### config.mk
export PLATFORM = sky130hd
export DESIGN_NAME = fano_sync_ctrl
export DESIGN_NICKNAME = d
export VERILOG_FILES = /design/src/rtl/fano_sync_pkg.sv /design/src/rtl/fano_sync_window.sv /design/src/rtl/fano_sync_ctrl.sv
export SDC_FILE = /design/constraint.sdc
export NUM_CORES = 1
export LEC_CHECK = 0
export ABC_AREA = 0
export CAP_MARGIN = 20
export CORE_ASPECT_RATIO = 0.9
export CORE_MARGIN = 2
export CORE_UTILIZATION = 40
export CTS_CLUSTER_DIAMETER = 80
export DETAILED_ROUTE_END_ITERATION = 10
export GPL_TIMING_DRIVEN = 0
export PLACE_DENSITY = 0.58
export REMOVE_ABC_BUFFERS = 1
export SETUP_SLACK_MARGIN = 0.3
export SLEW_MARGIN = 0
export SYNTH_ARGS = -nofsm -noshare
export SYNTH_HDL_FRONTEND = slang
export SYNTH_HIERARCHICAL = 1
export SYNTH_SLANG_ARGS = --single-unit
### constraint.sdc
create_clock -name clk -period 6.25 [get_ports clk]
set_input_delay 1.25 -clock clk [delete_from_list [all_inputs] [get_ports clk]]
set_output_delay 1.25 -clock clk [all_outputs]
set_load 0.02 [all_outputs]
### src/rtl/fano_sync_pkg.sv
// Shared types and helpers for the Fano sync search/lock controller.
// Latency: n/a (types and pure functions only).
// Backpressure: n/a.
package fano_sync_pkg;

   typedef enum logic [1:0] {
      SEARCH   = 2'd0,
      CONFIRM  = 2'd1,
      LOCKED   = 2'd2,
      FLYWHEEL = 2'd3
   } sync_state_t;

   localparam int SAT_W = 64;

   // Add a -1/0/+1 step to a signed value, clamping to the range of a
   // signed w-bit register (w must be below SAT_W).
   function automatic logic signed [SAT_W-1:0] sat_add(
      input logic signed [SAT_W-1:0] a,
      input logic signed [1:0]       d,
      input int                      w
   );
      logic signed [SAT_W-1:0] hi;
      logic signed [SAT_W-1:0] lo;
      logic signed [SAT_W-1:0] s;
      hi = (64'sd1 <<< (w - 1)) - 64'sd1;
      lo = -(64'sd1 <<< (w - 1));
      s  = a + SAT_W'(d);
      if (s > hi)
         sat_add = hi;
      else if (s < lo)
         sat_add = lo;
      else
         sat_add = s;
   endfunction

endpackage

### src/rtl/fano_sync_window.sv
// Evaluation window: counts symbols, accumulates saturating net threshold metric, judges good/bad.
// Latency: eval/good registered, high the cycle after the symbol that closes the window.
// Backpressure: none; every input cycle is consumed.
module fano_sync_window
   import fano_sync_pkg::*;
#(
   parameter int PERIOD_W = 24,
   parameter int THR_W    = 16
) (
   input  logic                clk,
   input  logic                reset_n,
   input  logic                vld,
   input  logic                t_up,
   input  logic                t_down,
   input  logic [PERIOD_W-1:0] sync_period,
   input  logic [THR_W-1:0]    sync_threshold,
   output logic                eval,
   output logic                good
);

   localparam int MW = PERIOD_W + 1;
   localparam int CW = (MW > THR_W + 1) ? MW : THR_W + 1;

   logic [PERIOD_W-1:0]  sym_cnt;
   logic signed [MW-1:0] metric;
   logic signed [MW-1:0] metric_nxt;
   logic signed [1:0]    delta;
   logic [PERIOD_W:0]    period_eff;
   logic [PERIOD_W:0]    cnt_inc;
   logic                 win_end;
   logic signed [CW-1:0] metric_ext;
   logic signed [CW-1:0] thr_ext;

   // Net threshold movement this cycle and whether this symbol closes the window.
   always_comb begin
      delta = 2'sd0;
      if (t_up && !t_down)
         delta = 2'sd1;
      else if (t_down && !t_up)
         delta = -2'sd1;
      metric_nxt = MW'(sat_add(SAT_W'(metric), delta, MW));
      // A zero period behaves as a one-symbol window.
      period_eff = (sync_period == '0) ? (PERIOD_W+1)'(1) : {1'b0, sync_period};
      // One bit wider so the count can never wrap; a shrunk period ends on the next symbol.
      cnt_inc    = {1'b0, sym_cnt} + (PERIOD_W+1)'(1);
      win_end    = vld && (cnt_inc >= period_eff);
      metric_ext = CW'(metric_nxt);
      thr_ext    = CW'($signed({1'b0, sync_threshold}));
   end

   // Accumulate the window; on its last symbol register the verdict and clear.
   always_ff @(posedge clk) begin
      if (!reset_n) begin
         sym_cnt <= '0;
         metric  <= '0;
         eval    <= 1'b0;
         good    <= 1'b0;
      end else begin
         eval <= win_end;
         good <= win_end && (metric_ext > thr_ext);
         if (win_end) begin
            sym_cnt <= '0;
            metric  <= '0;
         end else begin
            metric <= metric_nxt;
            if (vld)
               sym_cnt <= cnt_inc[PERIOD_W-1:0];
         end
      end
   end

endmodule

### src/rtl/fano_sync_ctrl.sv
// Fano sync search/lock controller: hysteretic lock FSM stepping LLR phase and deperforator hypotheses.
// Latency: FSM acts on the eval cycle; all outputs registered, one cycle after eval.
// Backpressure: none; evaluation runs continuously on the symbol stream.
module fano_sync_ctrl
   import fano_sync_pkg::*;
#(
   parameter int PERIOD_W   = 24,
   parameter int THR_W      = 16,
   parameter int N_PHASES   = 4,
   parameter int N_DEPERF   = 2,
   parameter int LOCK_CNT   = 2,
   parameter int UNLOCK_CNT = 3,
   localparam int PH_W = (N_PHASES > 1) ? $clog2(N_PHASES) : 1,
   localparam int DP_W = (N_DEPERF > 1) ? $clog2(N_DEPERF) : 1
) (
   input  logic                clk,
   input  logic                reset_n,
   input  logic                i_vld,
   input  logic                i_T_up,
   input  logic                i_T_down,
   input  logic [PERIOD_W-1:0] i_sync_period,
   input  logic [THR_W-1:0]    i_sync_threshold,
   output logic                o_llr_reset,
   output logic                o_next_phase,
   output logic                o_deperf_next_st,
   output logic [PH_W-1:0]     o_phase_idx,
   output logic [DP_W-1:0]     o_deperf_idx,
   output logic                o_search_wrap,
   output logic                o_is_sync,
   output logic                o_sync_lost
);

   localparam int GC_W = $clog2(LOCK_CNT + 1);
   localparam int BC_W = $clog2(UNLOCK_CNT + 1);

   logic            eval;
   logic            good;
   sync_state_t     state;
   logic [GC_W-1:0] good_cnt;
   logic [BC_W-1:0] bad_cnt;
   logic            phase_last;
   logic            deperf_last;
   logic [PH_W-1:0] phase_step;
   logic [DP_W-1:0] deperf_step;
   logic            do_step;
   logic            lose;

   fano_sync_window #(
      .PERIOD_W (PERIOD_W),
      .THR_W    (THR_W)
   ) u_window (
      .clk            (clk),
      .reset_n        (reset_n),
      .vld            (i_vld),
      .t_up           (i_T_up),
      .t_down         (i_T_down),
      .sync_period    (i_sync_period),
      .sync_threshold (i_sync_threshold),
      .eval           (eval),
      .good           (good)
   );

   // Next hypothesis indices and which kind of transition this eval triggers.
   always_comb begin
      phase_last  = (o_phase_idx == PH_W'(N_PHASES - 1));
      deperf_last = (o_deperf_idx == DP_W'(N_DEPERF - 1));
      phase_step  = phase_last ? '0 : o_phase_idx + PH_W'(1);
      deperf_step = deperf_last ? '0 : o_deperf_idx + DP_W'(1);
      // A bad window while hunting moves to the next hypothesis.
      do_step     = eval && !good && (state == SEARCH || state == CONFIRM);
      // Enough bad windows while locked abandon the lock entirely.
      lose        = eval && !good &&
                    ((state == LOCKED && UNLOCK_CNT == 1) ||
                     (state == FLYWHEEL && bad_cnt == BC_W'(UNLOCK_CNT - 1)));
   end

   // Lock FSM, hypothesis counters and single-cycle pulse outputs.
   always_ff @(posedge clk) begin
      if (!reset_n) begin
         state            <= SEARCH;
         good_cnt         <= '0;
         bad_cnt          <= '0;
         o_llr_reset      <= 1'b0;
         o_next_phase     <= 1'b0;
         o_deperf_next_st <= 1'b0;
         o_phase_idx      <= '0;
         o_deperf_idx     <= '0;
         o_search_wrap    <= 1'b0;
         o_is_sync        <= 1'b0;
         o_sync_lost      <= 1'b0;
      end else begin
         o_llr_reset      <= 1'b0;
         o_next_phase     <= 1'b0;
         o_deperf_next_st <= 1'b0;
         o_search_wrap    <= 1'b0;
         o_sync_lost      <= 1'b0;
         if (eval) begin
            case (state)
               SEARCH: begin
                  if (good) begin
                     if (LOCK_CNT == 1) begin
                        state     <= LOCKED;
                        o_is_sync <= 1'b1;
                     end else begin
                        state    <= CONFIRM;
                        good_cnt <= GC_W'(1);
                     end
                  end
               end
               CONFIRM: begin
                  if (good) begin
                     if (good_cnt == GC_W'(LOCK_CNT - 1)) begin
                        state     <= LOCKED;
                        o_is_sync <= 1'b1;
                        good_cnt  <= '0;
                     end else begin
                        good_cnt <= good_cnt + GC_W'(1);
                     end
                  end else begin
                     state    <= SEARCH;
                     good_cnt <= '0;
                  end
               end
               LOCKED: begin
                  if (!good) begin
                     state   <= FLYWHEEL;
                     bad_cnt <= BC_W'(1);
                  end
               end
               FLYWHEEL: begin
                  if (good) begin
                     state   <= LOCKED;
                     bad_cnt <= '0;
                  end else begin
                     bad_cnt <= bad_cnt + BC_W'(1);
                  end
               end
               default: state <= SEARCH;
            endcase
         end
         if (do_step) begin
            o_next_phase <= 1'b1;
            o_phase_idx  <= phase_step;
            if (phase_last) begin
               o_deperf_next_st <= 1'b1;
               o_deperf_idx     <= deperf_step;
               if (deperf_last)
                  o_search_wrap <= 1'b1;
            end
         end
         // Loss of lock overrides the flywheel bookkeeping above.
         if (lose) begin
            state        <= SEARCH;
            bad_cnt      <= '0;
            o_is_sync    <= 1'b0;
            o_sync_lost  <= 1'b1;
            o_llr_reset  <= 1'b1;
            o_phase_idx  <= '0;
            o_deperf_idx <= '0;
         end
      end
   end

endmodule

==> key figures, run 1 <==
Power and ir drop
  • Sequential share of power: 0.318
  • Pwr dens: around 270 nW/um2
  • Combinational fraction of design power: 0.408
  • VDD IR-drop max: between 0.15 and 0.2 mV
  • Tot Pwr: between 1.5 and 2 mW
  • P_sw: ~0.74 mW
  • Pleak: roughly 2.8 nW
  • Internal: 1.13 mW
  • Clock Power Share: 0.274
  • Sw frac: 0.397

Worst hold path
  • Hold/Removal Path Class: flop to flop
  • Min-delay src: good_cnt[1]

Timing
  • Endpoints failing hold: 0
  • Slew Limit Fails: 0
  • Slew HR: 0.478
  • Fmax: around 180 MHz
  • Clock skew: 7.69 ps
  • RSZ-0062 raised after global routing: false
  • Final cycle utilization of the critical path: 0.909
  • Fin crit period: around 5700 ps
  • Final setup vio count: 0
  • Tightest Pin Transition: ~800 ps

Floorplanning
  • Ports: 54
  • Initial Util: 0.408
  • Die Ht: between 100 and 150 um
  • Core Region: 14700 um2
  • Die width: about 130 um
  • Std cell rows: 42
  • Die area: ~16000 um2

Clock tree
  • # H-tree levels: 3
  • Clk_lat worst skew: approximately 340 ps
  • CTS tree: yes
  • CTS max path bufs: 2
  • CTS clk-pin slew, worst paths: 60 ps
  • CTS sink count: 65
  • TritonCTS Buffers: 9
  • CTS Root Buffer Type: clkbuf_16

Logic synthesis
  • Top FF cell, synth: dfxtp_1
  • Mapped Avg Cell Area: approximately 8 um2
  • Top cell type by total area after synthesis: dfxtp_1
  • Synth async-reset ratio: 0
  • Most common cell in the netlist: nor2_1
  • Yosys Warn Count: 6
  • Yosys top cell area share: 0.217
  • Count of cell types in the netlist: 88
  • Yosys reg bits: between 60 and 70
  • Top cells by area, synth: dfxtp_1 22%, ha_1 10%, xnor2_1 6.9%
  • Register area share after synthesis: 0.217
  • Synth Instances: 737
  • Post-synth EDFFs: 0
  • Cell area after synthesis: about 6000 um2
  • Most frequent cells after synthesis: 73 x nor2_1, 65 x dfxtp_1, 49 x inv_1

Final layout
  • Fin nets: approximately 860
  • ANT cells: 0
  • Final Util: 0.475
  • Layout area overhead: 16.5%
  • Fraction of layout cells with a size suffix above 1: 0.108
  • Fin area: ~7000 um2

Job
  • Max cap viols: 0

Routing
  • Initial DRC count: around 370
  • Via/cell ratio: roughly 5.5
  • Vias after detailed routing: approximately 5300
  • WL/cell: 15.2 um
  • Post-route ant nets: 0
  • Drt total wl: about 15 mm
  • DR pass1 iterations: 7
  • Post-route DRC: 0

Setup path
  • CP peak stage delay: ~460 ps
  • CP Class: primary input to flop
  • Cell family with most CP delay: compound AO/OA/AOI/OAI gates
  • Most used cell, CP: ha_1
  • CP max stage cell: clkdlybuf4s50_1
  • Setup crit start kind: primary input
  • Crit path required time: approximately 6500 ps
  • CP bufs+invs: 3
  • CP arrival: between 5000 and 6000 ps
  • R2R Path Start: u_window/metric[7]
  • Critical path peak fanout: 20
  • Critical Path Start: i_T_up
  • CP cell instances: clkdlybuf4s50_1 > inv_1 > ha_4 > inv_1 > ha_1 > ha_1 > nand4bb_1 > nand4_1 > a21oi_4 > a211oi_2 > a211o_4 > nand2_8 > o21ai_0 > ha_1 > a2111oi_2 > o211ai_1 > o21ai_2 > and3_1 > nand4_1 > o211a_1
  • Worst setup EP type: flop

Global route
  • First-pass GRT wire length: 24.2 mm
  • Number of global-route vias before repair: ~4900
  • Tot GR Track Use: 0.187
  • Total gr overflow: 0
  • Largest net degree at the start of global routing: 42
  • Antenna violations before repair: 0

Placed design
  • Placer Congestion: roughly 0.84
  • PortBufs: 53
  • DP Wirelength: about 11 mm
  • Placed Instance Area: about 6500 um2

Status
  • Run status: completed
repair_timing:
item,CTS,global route
gates cloned,1,0
endpoints found under the hold margin,0,0
resized for setup,9,5
hold buffers,0,0
setup buffers,5,7
setup endpoints to repair,1,1
pin swaps,3,4
power groups by stage:
stage                     combinational, mW  clock, mW  sequential, mW
final                                 0.762      0.512           0.594
after global routing                  0.845      0.543           0.607
after CTS                             0.741      0.526           0.588
after detailed placement              0.703          0           0.596
after global placement                0.685          0           0.593
after floorplan                       0.535          0           0.560
worst reg2reg max path, cell delays in order, from the launching register on:
cell	delay, ps
dfxtp_1	400
or2_4	300
o32a_1	340
a211oi_2	320
o21ai_2	160
o31a_4	480
clkinv_4	180
nor2_4	80
o21ai_0	300
ha_1	340
a2111oi_2	390
o211ai_1	170
o21ai_2	230
and3_1	230
nand4_1	120
o211a_1	220
final cells by class:
class	count	area, um2
fillers	1423	7720
inverters	50	193
multi-input cells	571	4280
well taps	198	248
repair buffers	67	681
clock buffers	10	229
flip-flops and latches	65	1300
clock inverters	6	67.6
routing by layer:
metal | track usage | part of all wire | vias up
li1 | - | - | 2672
met1 | 0.261 | 0.48 | 2502
met2 | 0.292 | 0.46 | 121
met3 | 0.0356 | 0.049 | 18
met4 | 0.0585 | 0.014 | 0
met5 | 0 | 0 | -
kinds of logic after synthesis:
kind of cell | Yosys count | share of synthesized area
adder cells (fa/ha/maj) | 58 | 0.119
AND/OR/NAND/NOR | 249 | 0.227
multiplexers | 3 | 0.00500
XOR/XNOR | 88 | 0.128
buffers and inverters | 102 | 0.0844
flip-flops | 65 | 0.217
AO/OA/AOI/OAI | 172 | 0.220
path summary, 6_finish.rpt:
path | cells past startpoint | to | slack, ps
setup / recovery | 20 | u_window/good | 570
hold / removal | 1 | good_cnt[1] | 460
setup reg to reg | 15 | u_window/good | 1890
hold reg to reg | 1 | good_cnt[1] | 460
cells in the final DEF, fill, tap and decap left out, types with 4 or more instances in the layout:
| cell type | n |
|---|---|
| a21o_1 | 10 |
| and2_1 | 10 |
| o21a_1 | 9 |
| clkdlybuf4s50_1 | 53 |
| nor2b_1 | 10 |
| nor3_1 | 6 |
| buf_4 | 10 |
| nand3_1 | 21 |
| nor4_1 | 9 |
| nand2b_1 | 8 |
| xnor2_1 | 47 |
| clkbuf_16 | 9 |
| xor2_1 | 41 |
| o21ai_1 | 4 |
| nand4_1 | 16 |
| a31oi_1 | 4 |
| ha_1 | 46 |
| dfxtp_1 | 65 |
| o21ai_0 | 31 |
| maj3_2 | 9 |
| o31a_1 | 14 |
| nand2_1 | 45 |
| inv_1 | 49 |
| o211ai_1 | 4 |
| a211oi_2 | 10 |
| nor2_1 | 73 |
| a22oi_1 | 8 |
| and3b_1 | 4 |
| a21oi_1 | 27 |
| and3_1 | 12 |
stage by stage:
stage               cells  TNS [ps]  setup slack [ps]  hold slack [ps]
floorplan             685      -314              -314              423
global placement      936     -6760             -2620              429
detailed placement    938     -1170             -1170              453
CTS                   960         0               320              461
global route          967         0               326              473
finish                967         0               572              456
flip-flops by register name, summed over array words and instances, names as in the netlist:
register / flops
u_window/metric: 25
u_window/sym_cnt: 24
bad_cnt: 2
good_cnt: 2
o_phase_idx: 2
state: 2
o_deperf_idx: 1
o_deperf_next_st: 1
o_is_sync: 1
o_next_phase: 1
o_search_wrap: 1
o_sync_lost: 1
u_window/eval: 1
u_window/good: 1
Note: power is estimated with default switching activity, not from simulation.
==> run 2: changes to the inputs <==
--- a/config.mk
+++ b/config.mk
@@ -12,8 +12,10 @@
 export CORE_UTILIZATION = 40
 export CTS_CLUSTER_DIAMETER = 80
 export DETAILED_ROUTE_END_ITERATION = 10
+export GPL_ROUTABILITY_DRIVEN = 0
 export GPL_TIMING_DRIVEN = 0
 export PLACE_DENSITY = 0.58
+export RECOVER_POWER = 50
 export REMOVE_ABC_BUFFERS = 1
 export SETUP_SLACK_MARGIN = 0.3
 export SLEW_MARGIN = 0
==> run 2 against run 1 <==
The run now ends with max-capacitance violations, max-slew violations left. Utilization shrank 0.076 points. Total power about the same. Maximum frequency decreased by 0.63%. First-iteration DRC count down 1.1%. Final cell count unchanged.
==> key figures, run 2 (synthesized netlist as in run 1, its figures left out) <==
Status
  • Run status: finished with violations
  • Failing checks: max-capacitance violations, max-slew violations

Timing
  • Clock skew: between 7 and 8 ps
  • Endpoints failing hold: 0
  • Slew HR: -0.0241
  • Tightest Pin Transition: around 1500 ps
  • Final cycle utilization of the critical path: 0.914
  • Slew Limit Fails: 19
  • Final worst slack: ~540 ps
  • Final setup vio count: 0
  • RSZ-0062 raised after global routing: false
  • Fin crit period: around 5700 ps
  • Fmax: roughly 170 MHz
  • Hold_ws: ~460 ps

Final layout
  • Fraction of layout cells with a size suffix above 1: 0.105
  • Max reg flops: 25
  • Largest registers: u_window/metric (25), u_window/sym_cnt (24)
  • Most flop-heavy register: u_window/metric
  • Fin area: approximately 7000 um2
  • Fin nets: 857
  • Commonest non-fill, non-tap cell in the layout: nor2_1
  • Finished Layout Cells: roughly 970
  • ANT cells: 0
  • Layout area overhead: 16.3%
  • Most frequent cells in the layout: 73 x nor2_1, 65 x dfxtp_1, 49 x inv_1

Routing
  • Vias after detailed routing: between 5000 and 6000
  • DR pass1 iterations: 5
  • Initial DRC count: approximately 370
  • Via/cell ratio: 5.50
  • WL/cell: approximately 15 um
  • Post-route ant nets: 0
  • Drt total wl: around 15 mm
  • Post-route DRC: 0

Placed design
  • Dpl ws: -1170 ps
  • PortBufs: between 50 and 60
  • DP Wirelength: about 11 mm
  • Cell Count Post-Placement: 938
  • Placed Instance Area: ~6500 um2

Floorplanning
  • Die Ht: between 100 and 150 um
  • Std cell rows: 42
  • Ports: 54
  • Core Region: 14700 um2
  • Die area: ~16000 um2
  • Initial Util: 0.408
  • Die width: about 130 um

Global route
  • First-pass GRT wire length: ~24 mm
  • Largest net degree at the start of global routing: 42
  • Tot GR Track Use: 0.187
  • Number of global-route vias before repair: just under 5000
  • Antenna violations before repair: 0
  • Total gr overflow: 0

Clock tree
  • Hold Buf Count CTS: 0
  • # H-tree levels: 3
  • Clk_lat worst skew: 340 ps
  • CTS tree: yes
  • CTS max path bufs: 2
  • CTS Root Buffer Type: clkbuf_16
  • TritonCTS Buffers: 9
  • CTS sink count: between 60 and 70
  • CTS clk-pin slew, worst paths: ~60 ps

Worst hold path
  • Hold endpoint: good_cnt[1]
  • Min-delay src: good_cnt[1]
  • Hold/Removal Path Class: flop to flop
  • WHS Path Cells: 1

Power and ir drop
  • VDD IR-drop max: between 0.15 and 0.2 mV
  • Tot Pwr: around 1.9 mW
  • Pwr dens: around 270 nW/um2
  • Pleak: between 2 and 3 nW

Setup path
  • CP bufs+invs: 3
  • Worst setup EP type: flop
  • CP max stage cell: clkdlybuf4s50_1
  • Slack of the worst reg-to-reg path: about 1300 ps
  • Setup crit start kind: primary input
  • Worst reg2reg path depth: 16
  • CP Class: primary input to flop
  • Cell family with most CP delay: compound AO/OA/AOI/OAI gates
  • Critical path peak fanout: 20
  • Reg2reg end: u_window/metric[15]
  • CP peak stage delay: roughly 460 ps
  • R2R Path Start: u_window/sym_cnt[0]
  • Most used cell, CP: ha_1
  • CP arrival: 5950 ps
  • CP cell instances: clkdlybuf4s50_1 > inv_1 > ha_4 > inv_1 > ha_1 > ha_1 > nand4bb_1 > nand4_1 > a21oi_4 > a211oi_2 > a211o_4 > nand2_8 > o21ai_0 > ha_1 > a2111oi_2 > o211ai_1 > o21ai_2 > and3_1 > nand4_1 > o211a_1
  • Crit path required time: around 6500 ps

Job
  • Max cap viols: 1
==> run 2: area by class of cell <==
class	count	area (um2)
Inverter	50	193
Tap cell	198	248
Sequential cell	65	1300
Clock inverter	6	67.6
Timing Repair Buffer	67	681
Fill cell	1425	7730
Clock buffer	10	229
Multi-Input combinational cell	571	4270
==> run 2: timing repair <==
action	CTS	global route
setup buffers	5	7
pin swaps	3	4
setup endpoints to repair	1	1
cloned	1	0
resized for setup	9	5
==> run 2: through the flow <==
stage | setup TNS (ps) | util
4_1_cts | 0 | 0.469
3_3_place_gp | -6760 | 0.440
6_report | 0 | 0.475
2_1_floorplan | -314 | -
5_1_grt | 0 | 0.475
3_5_place_dp | -1170 | 0.443
==> run 2: worst register-to-register path, delay by kind of cell, from the launching register on <==
| kind | cells | cell delay [ps] |
|---|---|---|
| adder cells (fa/ha/maj) | 1 | 280 |
| AND/OR/NAND/NOR | 9 | 3020 |
| XOR/XNOR | 1 | 160 |
| flip-flops | 1 | 450 |
| AO/OA/AOI/OAI | 4 | 620 |
| buffers and inverters | 1 | 300 |
==> run 2: per-layer routing <==
metal | part of all wire | up-vias | global-route usage
li1 | - | 2666 | -
met1 | 0.49 | 2517 | 0.261
met4 | 0.014 | 0 | 0.0585
met2 | 0.46 | 120 | 0.292
met5 | 0 | - | 0
met3 | 0.043 | 17 | 0.0356
==> run 2: where the power goes <==
| group | total [mW] | internal [mW] | switching, mW |
|---|---|---|---|
| clock network | 0.511 | 0.310 | 0.201 |
| registers | 0.595 | 0.464 | 0.131 |
| logic | 0.763 | 0.353 | 0.410 |
| total | 1.87 | 1.13 | 0.742 |
==> run 2: worst max-delay path by stage <==
stage	startpoint	endpoint	cells past startpoint
after global placement	i_T_down	u_window/good	18
after detailed placement	i_T_down	u_window/good	17
after global routing	i_T_up	u_window/good	21
final	i_T_up	u_window/good	20
after floorplan	i_T_up	u_window/good	18
after CTS	i_T_down	u_window/good	18
